### config.mk
export PLATFORM = sky130hd
export DESIGN_NAME = reg_writeback
export DESIGN_NICKNAME = d
export VERILOG_FILES = /design/src/rtl/reg_writeback.sv
export SDC_FILE = /design/constraint.sdc
export NUM_CORES = 1
export LEC_CHECK = 0
export ABC_AREA = 1
export CORE_MARGIN = 2
export CORE_UTILIZATION = 58
export DETAILED_ROUTE_END_ITERATION = 6
export PLACE_DENSITY = 0.84
export SETUP_SLACK_MARGIN = 0.15
export SYNTH_ARGS = -nofsm -noshare
export SYNTH_HDL_FRONTEND = slang
export SYNTH_SLANG_ARGS = --single-unit
### constraint.sdc
create_clock -name Clk -period 6.95 [get_ports Clk]
set_input_delay 1.39 -clock Clk [delete_from_list [all_inputs] [get_ports Clk]]
set_output_delay 1.39 -clock Clk [all_outputs]
set_load 0.02 [all_outputs]
### src/rtl/reg_writeback.sv
// Writeback arbiter: merges ALU and load completions onto one register-file
// write port, buffers losing loads in a FIFO and tracks pending destinations.
module reg_writeback #(
   parameter int DEPTH = 4
) (
   input  logic        Clk,
   input  logic        Reset,
   input  logic        IssueValid,
   input  logic [4:0]  IssueRd,
   input  logic        AluValid,
   input  logic [4:0]  AluRd,
   input  logic [31:0] AluData,
   input  logic        LoadValid,
   input  logic [4:0]  LoadRd,
   input  logic [31:0] LoadData,
   output logic        LoadReady,
   output logic        RegWrite,
   output logic [4:0]  Rd,
   output logic [31:0] WriteData,
   output logic [31:0] Busy,
   output logic        Idle
);

   localparam int PW = (DEPTH > 1) ? $clog2(DEPTH) : 1;
   localparam int CW = $clog2(DEPTH + 1);

   logic [36:0]   mem_q [DEPTH];
   logic [PW-1:0] wr_ptr_q, wr_ptr_d;
   logic [PW-1:0] rd_ptr_q, rd_ptr_d;
   logic [CW-1:0] count_q, count_d;
   logic          reg_write_q, reg_write_d;
   logic [4:0]    rd_q, rd_d;
   logic [31:0]   write_data_q, write_data_d;
   logic [31:0]   busy_q, busy_d;

   logic          fifo_empty;
   logic          load_acc;
   logic          push;
   logic          pop;
   logic          sel_valid;
   logic [4:0]    sel_rd;
   logic [31:0]   sel_data;
   logic [36:0]   head;

   assign fifo_empty = (count_q == '0);
   assign LoadReady  = (count_q < CW'(DEPTH));
   assign load_acc   = LoadValid && LoadReady;
   assign head       = mem_q[rd_ptr_q];

   // ALU always wins; otherwise the oldest buffered load, otherwise a bypassing load
   always_comb begin
      sel_valid = 1'b0;
      sel_rd    = AluRd;
      sel_data  = AluData;
      push      = 1'b0;
      pop       = 1'b0;
      if (AluValid) begin
         sel_valid = 1'b1;
         push      = load_acc;
      end else if (!fifo_empty) begin
         sel_valid = 1'b1;
         sel_rd    = head[36:32];
         sel_data  = head[31:0];
         pop       = 1'b1;
         push      = load_acc;
      end else if (load_acc) begin
         sel_valid = 1'b1;
         sel_rd    = LoadRd;
         sel_data  = LoadData;
      end
   end

   always_comb begin
      wr_ptr_d     = push ? wr_ptr_q + PW'(1) : wr_ptr_q;
      rd_ptr_d     = pop  ? rd_ptr_q + PW'(1) : rd_ptr_q;
      count_d      = count_q + CW'(push) - CW'(pop);
      reg_write_d  = sel_valid && (sel_rd != 5'd0);
      rd_d         = reg_write_d ? sel_rd   : rd_q;
      write_data_d = reg_write_d ? sel_data : write_data_q;
   end

   // Clear applies first so a same-edge issue to the written register keeps it busy
   always_comb begin
      busy_d = busy_q;
      if (reg_write_q) begin
         busy_d[rd_q] = 1'b0;
      end
      if (IssueValid) begin
         busy_d[IssueRd] = 1'b1;
      end
      busy_d[0] = 1'b0;
   end

   always_ff @(posedge Clk or posedge Reset) begin
      if (Reset) begin
         wr_ptr_q     <= '0;
         rd_ptr_q     <= '0;
         count_q      <= '0;
         reg_write_q  <= 1'b0;
         rd_q         <= '0;
         write_data_q <= '0;
         busy_q       <= '0;
      end else begin
         wr_ptr_q     <= wr_ptr_d;
         rd_ptr_q     <= rd_ptr_d;
         count_q      <= count_d;
         reg_write_q  <= reg_write_d;
         rd_q         <= rd_d;
         write_data_q <= write_data_d;
         busy_q       <= busy_d;
      end
   end

   // Storage needs no reset: the pointers and count define what is valid
   always_ff @(posedge Clk) begin
      if (push) begin
         mem_q[wr_ptr_q] <= {LoadRd, LoadData};
      end
   end

   assign RegWrite  = reg_write_q;
   assign Rd        = rd_q;
   assign WriteData = write_data_q;
   assign Busy      = busy_q;
   assign Idle      = fifo_empty && !reg_write_q && (busy_q == '0);

endmodule
==> flow_summary.json, run 1 <==
{
  "reg_clk_slew_reported_paths_ps": 60,
  "final_common_cell": "sky130_fd_sc_hd__nand2_1",
  "power.share.clock_pct": 22.6,
  "setup_repair_after_global_routing_missed_its_margin": "false",
  "timing_max_transition_violations_final": 0,
  "signal_arrival_time_at_the_worst_endpoint_ps": 5260,
  "critical_path.startpoint_type": "input port",
  "critPathSlowestCell": "sky130_fd_sc_hd__nand2_1",
  "place.gp.congestion": 0.906,
  "critical_path.reg2reg.endpoint": "WriteData[14]$_DFFE_PP0P_",
  "worst_slew_pin_slew_ps": 1220,
  "initial_cell_density_of_the_core_pct": 59.2,
  "antenna-diode-count": 0,
  "mostFrequentLayoutCells": "243 x sky130_fd_sc_hd__nand2_1, 158 x sky130_fd_sc_hd__nand3_1, 154 x sky130_fd_sc_hd__clkdlybuf4s50_1",
  "die-width_um": 134,
  "fp.dieH_um": 134,
  "clock_tree_from_tritoncts": "yes",
  "synth_cell_area_um2": 9790,
  "swShare_pct": 38.1,
  "cts_num_sinks": 224,
  "clock_network_latency_to_the_later_pin_of_the_worst_skew_pair_ps": 510,
  "worstPathRequired_ps": 7390,
  "cts_hold_repair.buffers": 0,
  "skew_ps": 12.6,
  "timing.critical_path.fanout_max": 37,
  "power_per_cell_area_nw_per_um2": 435,
  "ir_drop_mv": 0.244,
  "rr_worst_depth": 12,
  "synth-compound-area-share_pct": 7.72,
  "timing.final.crit_period_ps": 4830,
  "syn2layout_area_growth_pct": 25.0,
  "min-delay-path-class": "flop to flop",
  "main_combinational_cell_family_by_area_after_synthesis": "simple AND/OR/NAND/NOR gates",
  "grt.total_usage_pct": 28.3,
  "synth_cells": 959,
  "crit_end": "WriteData[14]$_DFFE_PP0P_",
  "hold-worst-slack_ps": 474,
  "cellLeakagePower_nw": 4.99,
  "power.share.combinational_pct": 39.8,
  "fin_nets": 1191,
  "crit_path_depth": 12,
  "design.die.area_um2": 17900,
  "synthMuxAreaShare_pct": 0,
  "netlist-cell-type-count": 33,
  "worst_path_dominant_cell_family": "simple AND/OR/NAND/NOR gates",
  "p_switching_mw": 2.03,
  "cts_max_level": 1,
  "post-cts-setup-buffer-count": 0,
  "timing.fmax_mhz": 207,
  "vias_in_the_first_global_route": 7792,
  "regToRegSetupSlack_ps": 2580,
  "syn_warnings": 0,
  "final_layout_size_suffix_gt1_share_pct": 5.73,
  "synth-seq-cells": 224,
  "place.port_buffers": 154,
  "hpwlAfterDp_um": 15300,
  "route.detailed.drc": 0,
  "r2r_start": "count_q[2]$_DFF_PP0_",
  "setup.worst_path.start": "AluValid",
  "post_synth_fa_ha_maj_area_fraction_pct": 0.972,
  "grt_antenna_before_repair": 2,
  "finalWirelength_um": 25100,
  "xor_and_xnor_fraction_of_the_mapped_netlist_area_pct": 0.358,
  "synth.yosys.seq_area_share_pct": 64.9,
  "design.portCount": 156,
  "syn_nets": 1050,
  "grt_max_degree": 77,
  "fp.coreArea_um2": 16500,
  "synth-simple-area-share_pct": 20.5,
  "timing.setup.tns_ps": 0,
  "clock_tree.buffer_depth": 3,
  "postRouteAntennaNets": 0,
  "post-layout-total-power_mw": 5.32,
  "timing_worst_setup_path_type": "input port to flop",
  "worst_slew_margin_relative_to_its_limit_pct": 18.0,
  "cp-end-kind": "flop",
  "floorplan.rows": 47,
  "post_synth.cell_area_avg_um2": 10.2,
  "cts_made_buffers": 23,
  "cts-root-buf": "sky130_fd_sc_hd__clkbuf_16",
  "routed_via_density": 5.85,
  "initial_detailed_routing_violation_count": 761,
  "critical-path-top-cell-by-count": "sky130_fd_sc_hd__nand2_1",
  "power.sequential.fraction_pct": 37.5,
  "finalSetupViolations": 0,
  "hold_violations": 0,
  "drtPass1Iterations": 6,
  "internal-power_mw": 3.29,
  "final.period_utilization_pct": 69.5,
  "grt_pass1_wl_um": 39600,
  "cp.buffers_inverters": 3,
  "outcome": "completed",
  "vias": 7819,
  "routedWlPerCell_um": 18.8,
  "global_route.overflow_total": 0,
  "worstPathCellList": "clkdlybuf4s50_1 -> inv_2 -> nand2_1 -> nand3_1 -> nand2_1 -> nor2_1 -> nor2_2 -> nand4_4 -> nand2_1 -> buf_4 -> nand2_1 -> nand2_1",
  "cpPeakStageDelay_ps": 790,
  "cts_resized": 0,
  "drv.max_cap_violation_count": 0
}
-- cell families (layout without fill, tap and decap cells) --
family,count (synthesis),count (layout)
AO/OA/AOI/OAI,134,134
XOR/XNOR,4,4
adder cells (fa/ha/maj),7,7
buffers and inverters,130,287
flip-flops,224,224
other,1,1
AND/OR/NAND/NOR,459,459
-- metal layers --
metal	track usage (%)	vias up	share of wire [%]
met5	0	-	0.11
met4	13.4	4	3.3
met2	47.7	482	49
met1	35.5	3680	38
met3	5.71	77	10
li1	-	3576	-
-- synth_stat cells --
| master | number | area (µm²) |
|---|---|---|
| sky130_fd_sc_hd__inv_2 | 2 | 7.51 |
| sky130_fd_sc_hd__edfxtp_1 | 148 | 4440 |
| sky130_fd_sc_hd__nor2_4 | 1 | 11.3 |
| sky130_fd_sc_hd__a21oi_1 | 1 | 5.00 |
| sky130_fd_sc_hd__ha_1 | 6 | 75.1 |
| sky130_fd_sc_hd__nor3_1 | 1 | 5.00 |
| sky130_fd_sc_hd__o21ai_0 | 93 | 465 |
| sky130_fd_sc_hd__nand4_4 | 1 | 21.3 |
| sky130_fd_sc_hd__o21ai_1 | 8 | 40.0 |
| sky130_fd_sc_hd__nand2_1 | 243 | 912 |
| sky130_fd_sc_hd__inv_4 | 1 | 6.26 |
| sky130_fd_sc_hd__buf_1 | 2 | 7.51 |
| sky130_fd_sc_hd__nor2_1 | 34 | 128 |
| sky130_fd_sc_hd__dfrtp_1 | 76 | 1900 |
| sky130_fd_sc_hd__nand2_4 | 1 | 11.3 |
| sky130_fd_sc_hd__fa_1 | 1 | 20.0 |
| sky130_fd_sc_hd__xnor2_1 | 1 | 8.76 |
| sky130_fd_sc_hd__nand3_1 | 158 | 791 |
| sky130_fd_sc_hd__a22oi_1 | 28 | 210 |
| sky130_fd_sc_hd__nand3_2 | 1 | 10.0 |
| sky130_fd_sc_hd__buf_6 | 4 | 45.0 |
| sky130_fd_sc_hd__inv_1 | 77 | 289 |
| sky130_fd_sc_hd__clkbuf_1 | 33 | 124 |
| sky130_fd_sc_hd__conb_1 | 1 | 3.75 |
| sky130_fd_sc_hd__xor2_1 | 3 | 26.3 |
| sky130_fd_sc_hd__buf_4 | 2 | 15.0 |
| sky130_fd_sc_hd__nand4_1 | 7 | 43.8 |
| sky130_fd_sc_hd__nand2_2 | 1 | 6.26 |
| sky130_fd_sc_hd__nor2_2 | 1 | 6.26 |
| sky130_fd_sc_hd__buf_2 | 9 | 45.0 |
| sky130_fd_sc_hd__nand3b_1 | 2 | 15.0 |
| sky130_fd_sc_hd__o221ai_1 | 4 | 35.0 |
| sky130_fd_sc_hd__nor4_1 | 8 | 50.1 |
-- cell type report --
type	instances	area, µm²
Sequential cell	224	6350
Fill cell	1093	4290
Multi-Input combinational cell	605	2930
Timing Repair Buffer	166	1630
Clock buffer	29	628
Inverter	80	304
Tap cell	220	275
Clock inverter	12	109
-- flip-flops by register name (all words and copies together), names as in the netlist --
| signal | cells |
|---|---|
| Busy | 31 |
| Rd | 5 |
| RegWrite | 1 |
| WriteData | 32 |
| count_q | 3 |
| mem_q | 148 |
| rd_ptr_q | 2 |
| wr_ptr_q | 2 |
-- power by group through the flow --
stage | Sequential [mW] | Combinational (mW) | Clock (mW)
after floorplan | 2.22 | 1.01 | 0
final | 2.00 | 2.12 | 1.20
after CTS | 1.99 | 2.11 | 1.21
after global placement | 2.01 | 2.02 | 0
after global routing | 2.03 | 2.31 | 1.26
after detailed placement | 2.01 | 2.08 | 0
-- stage by stage --
step           instance area (µm²)  setup slack, ps  std cells  utilization (%)
5_1_grt                      12200             1920       1336             74.0
3_5_place_dp                 11500             1830       1295             69.6
6_report                     12200             2120       1336             74.0
4_1_cts                      12200             2260       1336             74.0
2_1_floorplan                 9790             3060        959                -
3_3_place_gp                 11500             1990       1295             69.6
-- tightest hold or removal path, cell delays in order, from the launching register on --
cell,delay [ps]
sky130_fd_sc_hd__dfrtp_1,340
sky130_fd_sc_hd__nand2_1,50
sky130_fd_sc_hd__nand2_1,50
-- worst min path at each step --
stage,cells after the start,startpoint,slack [ps],endpoint
CTS,2,WriteData[5]$_DFFE_PP0P_,480,WriteData[5]$_DFFE_PP0P_
global placement,2,WriteData[28]$_DFFE_PP0P_,460,WriteData[28]$_DFFE_PP0P_
detailed placement,2,WriteData[5]$_DFFE_PP0P_,460,WriteData[5]$_DFFE_PP0P_
floorplan,1,count_q[0]$_DFF_PP0_,540,count_q[0]$_DFF_PP0_
global route,2,WriteData[12]$_DFFE_PP0P_,500,WriteData[12]$_DFFE_PP0P_
finish,2,WriteData[8]$_DFFE_PP0P_,470,WriteData[8]$_DFFE_PP0P_
Power figures use the tool's default switching activity.
==> run 2: changes to the inputs <==
Settings changed: CORE_UTILIZATION 58 to 49, PLACE_DENSITY 0.84 to 0.76.
Clock period 6.95 ns to 4.3 ns, I/O delays scaled along.
==> flow_summary.json, run 2 (synthesized netlist as in run 1, its figures left out) <==
{
  "outcome": "completed",
  "largest-register": "mem_q",
  "drtPass1Iterations": 5,
  "cts_max_level": 1,
  "timing.fmax_mhz": 286,
  "cts-root-buf": "sky130_fd_sc_hd__clkbuf_16",
  "worstHoldPathCells": 2,
  "die-width_um": 145,
  "post-cts-setup-buffer-count": 0,
  "timing_worst_setup_path_type": "flop to output port",
  "power.share.combinational_pct": 38.9,
  "hpwlAfterDp_um": 15800,
  "largest_register_ffs": 148,
  "signal_arrival_time_at_the_worst_endpoint_ps": 2640,
  "timing.hold.worst.start": "WriteData[0]$_DFFE_PP0P_",
  "floorplan.rows": 51,
  "timing.setup.tns_ps": 0,
  "regToRegSetupSlack_ps": 1230,
  "postRouteAntennaNets": 0,
  "post-layout-total-power_mw": 8.87,
  "fin_nets": 1199,
  "internal-power_mw": 5.56,
  "power.share.clock_pct": 24.7,
  "worstPathRequired_ps": 3440,
  "final_layout_size_suffix_gt1_share_pct": 6.76,
  "power_per_cell_area_nw_per_um2": 711,
  "cts_made_buffers": 23,
  "r2r_start": "count_q[2]$_DFF_PP0_",
  "final.period_utilization_pct": 81.4,
  "global_route.overflow_total": 0,
  "min-delay-path-class": "flop to flop",
  "power.sequential.fraction_pct": 36.4,
  "vias": 7707,
  "grt_max_degree": 71,
  "place.port_buffers": 154,
  "fp.dieH_um": 145,
  "routed_via_density": 5.54,
  "finalSetupViolations": 0,
  "cts_resized": 0,
  "clock_tree.buffer_depth": 3,
  "fp.coreArea_um2": 19500,
  "dpl_cell_area_um2": 11600,
  "hold_violations": 0,
  "timing.critical_path.fanout_max": 17,
  "design.portCount": 156,
  "p_switching_mw": 3.32,
  "post-route-cell-area_um2": 12500,
  "routedWlPerCell_um": 18.3,
  "hold-worst-slack_ps": 466,
  "place.gp.congestion": 0.879,
  "finalWirelength_um": 25400,
  "cellLeakagePower_nw": 5.08,
  "layout.filler_cells": 1551,
  "grt_antenna_before_repair": 3,
  "initial_detailed_routing_violation_count": 587,
  "worst_slew_margin_relative_to_its_limit_pct": 40.7,
  "timing_max_transition_violations_final": 0,
  "worst_slew_pin_slew_ps": 890,
  "cts_num_sinks": 224,
  "grt_pass1_wl_um": 39700,
  "timing.final.crit_period_ps": 3500,
  "hold_path_end": "WriteData[0]$_DFFE_PP0P_",
  "ir_drop_mv": 0.396,
  "clock_network_latency_to_the_later_pin_of_the_worst_skew_pair_ps": 520,
  "initial_cell_density_of_the_core_pct": 50.1,
  "final_common_cell": "sky130_fd_sc_hd__nand2_1",
  "syn2layout_area_growth_pct": 27.6,
  "swShare_pct": 37.4,
  "rr_worst_depth": 12,
  "skew_ps": 14.5,
  "critical_path.reg2reg.endpoint": "WriteData[16]$_DFFE_PP0P_",
  "critical_path.startpoint_type": "flop",
  "reg_clk_slew_reported_paths_ps": 60,
  "route.detailed.drc": 0,
  "vias_in_the_first_global_route": 7485,
  "design.die.area_um2": 21100,
  "area_used_by_multi_input_combinational_logic_um2": 2940,
  "cts_hold_repair.buffers": 0,
  "drv.max_cap_violation_count": 0,
  "grt.total_usage_pct": 23.6,
  "setup_repair_after_global_routing_missed_its_margin": "false",
  "final-seq-area_um2": 6350,
  "cp-end-kind": "output port",
  "clock_tree_from_tritoncts": "yes",
  "mostFrequentLayoutCells": "242 x sky130_fd_sc_hd__nand2_1, 158 x sky130_fd_sc_hd__nand3_1, 154 x sky130_fd_sc_hd__clkdlybuf4s50_1",
  "antenna-diode-count": 0
}
==> run 2: cell types whose count changed in the layout (fill, tap and decap cells not counted), sizes merged <==
cell / delta
clkinvlp: +1
inv: -1
clkbuf: -3
bufinv: +4
buf: +8
==> run 2: metal layers <==
| metal | wire, µm | track usage (%) |
|---|---|---|
| met1 | 10300 | 32.0 |
| met2 | 11900 | 38.2 |
| met3 | 2570 | 4.84 |
| met4 | 620 | 8.48 |
| met5 | 13 | 0 |
==> run 2: power groups by stage <==
stage               Combinational (mW)  Sequential [mW]  Clock, mW
global placement                  3.34             3.25          0
finish                            3.45             3.23       2.19
detailed placement                3.43             3.25          0
floorplan                         1.64             3.59          0
CTS                               3.45             3.23       2.20
global route                      3.76             3.29       2.30
==> run 2: area by class of cell <==
cell class / count / share of cell area (%)
clock buffers: 26 / 4.78
well taps: 265 / 2.66
inverters: 80 / 2.44
flip-flops and latches: 224 / 50.9
clock inverters: 16 / 1.90
multi-input cells: 605 / 23.5
repair buffers: 174 / 13.9
==> run 2: metrics by stage <==
| stage | utilization [%] | instances | worst slack (ps) |
|---|---|---|---|
| after floorplan | - | 959 | 941 |
| after global placement | 59.7 | 1348 | 892 |
| after detailed placement | 59.7 | 1348 | 863 |
| after CTS | 63.9 | 1390 | 809 |
| after global routing | 63.9 | 1390 | 721 |
| final | 63.9 | 1390 | 802 |
==> run 2: worst max path at each step <==
stage / cells after the start / startpoint / endpoint / slack, ps
final: 4 / count_q[2]$_DFF_PP0_ / Idle / 800
after global routing: 4 / count_q[2]$_DFF_PP0_ / Idle / 720
after CTS: 4 / count_q[2]$_DFF_PP0_ / Idle / 810
after detailed placement: 12 / AluValid / WriteData[16]$_DFFE_PP0P_ / 860
after global placement: 13 / LoadValid / count_q[2]$_DFF_PP0_ / 890
after floorplan: 4 / LoadValid / mem_q[0][0]$_DFFE_PP_ / 940
==> run 2: critical path: stages, from the launching register on <==
cell and delay [ps]:
sky130_fd_sc_hd__dfrtp_1 380, sky130_fd_sc_hd__inv_1 330, sky130_fd_sc_hd__nand2_2 400, sky130_fd_sc_hd__nor4_1 360, sky130_fd_sc_hd__clkdlybuf4s50_1 650
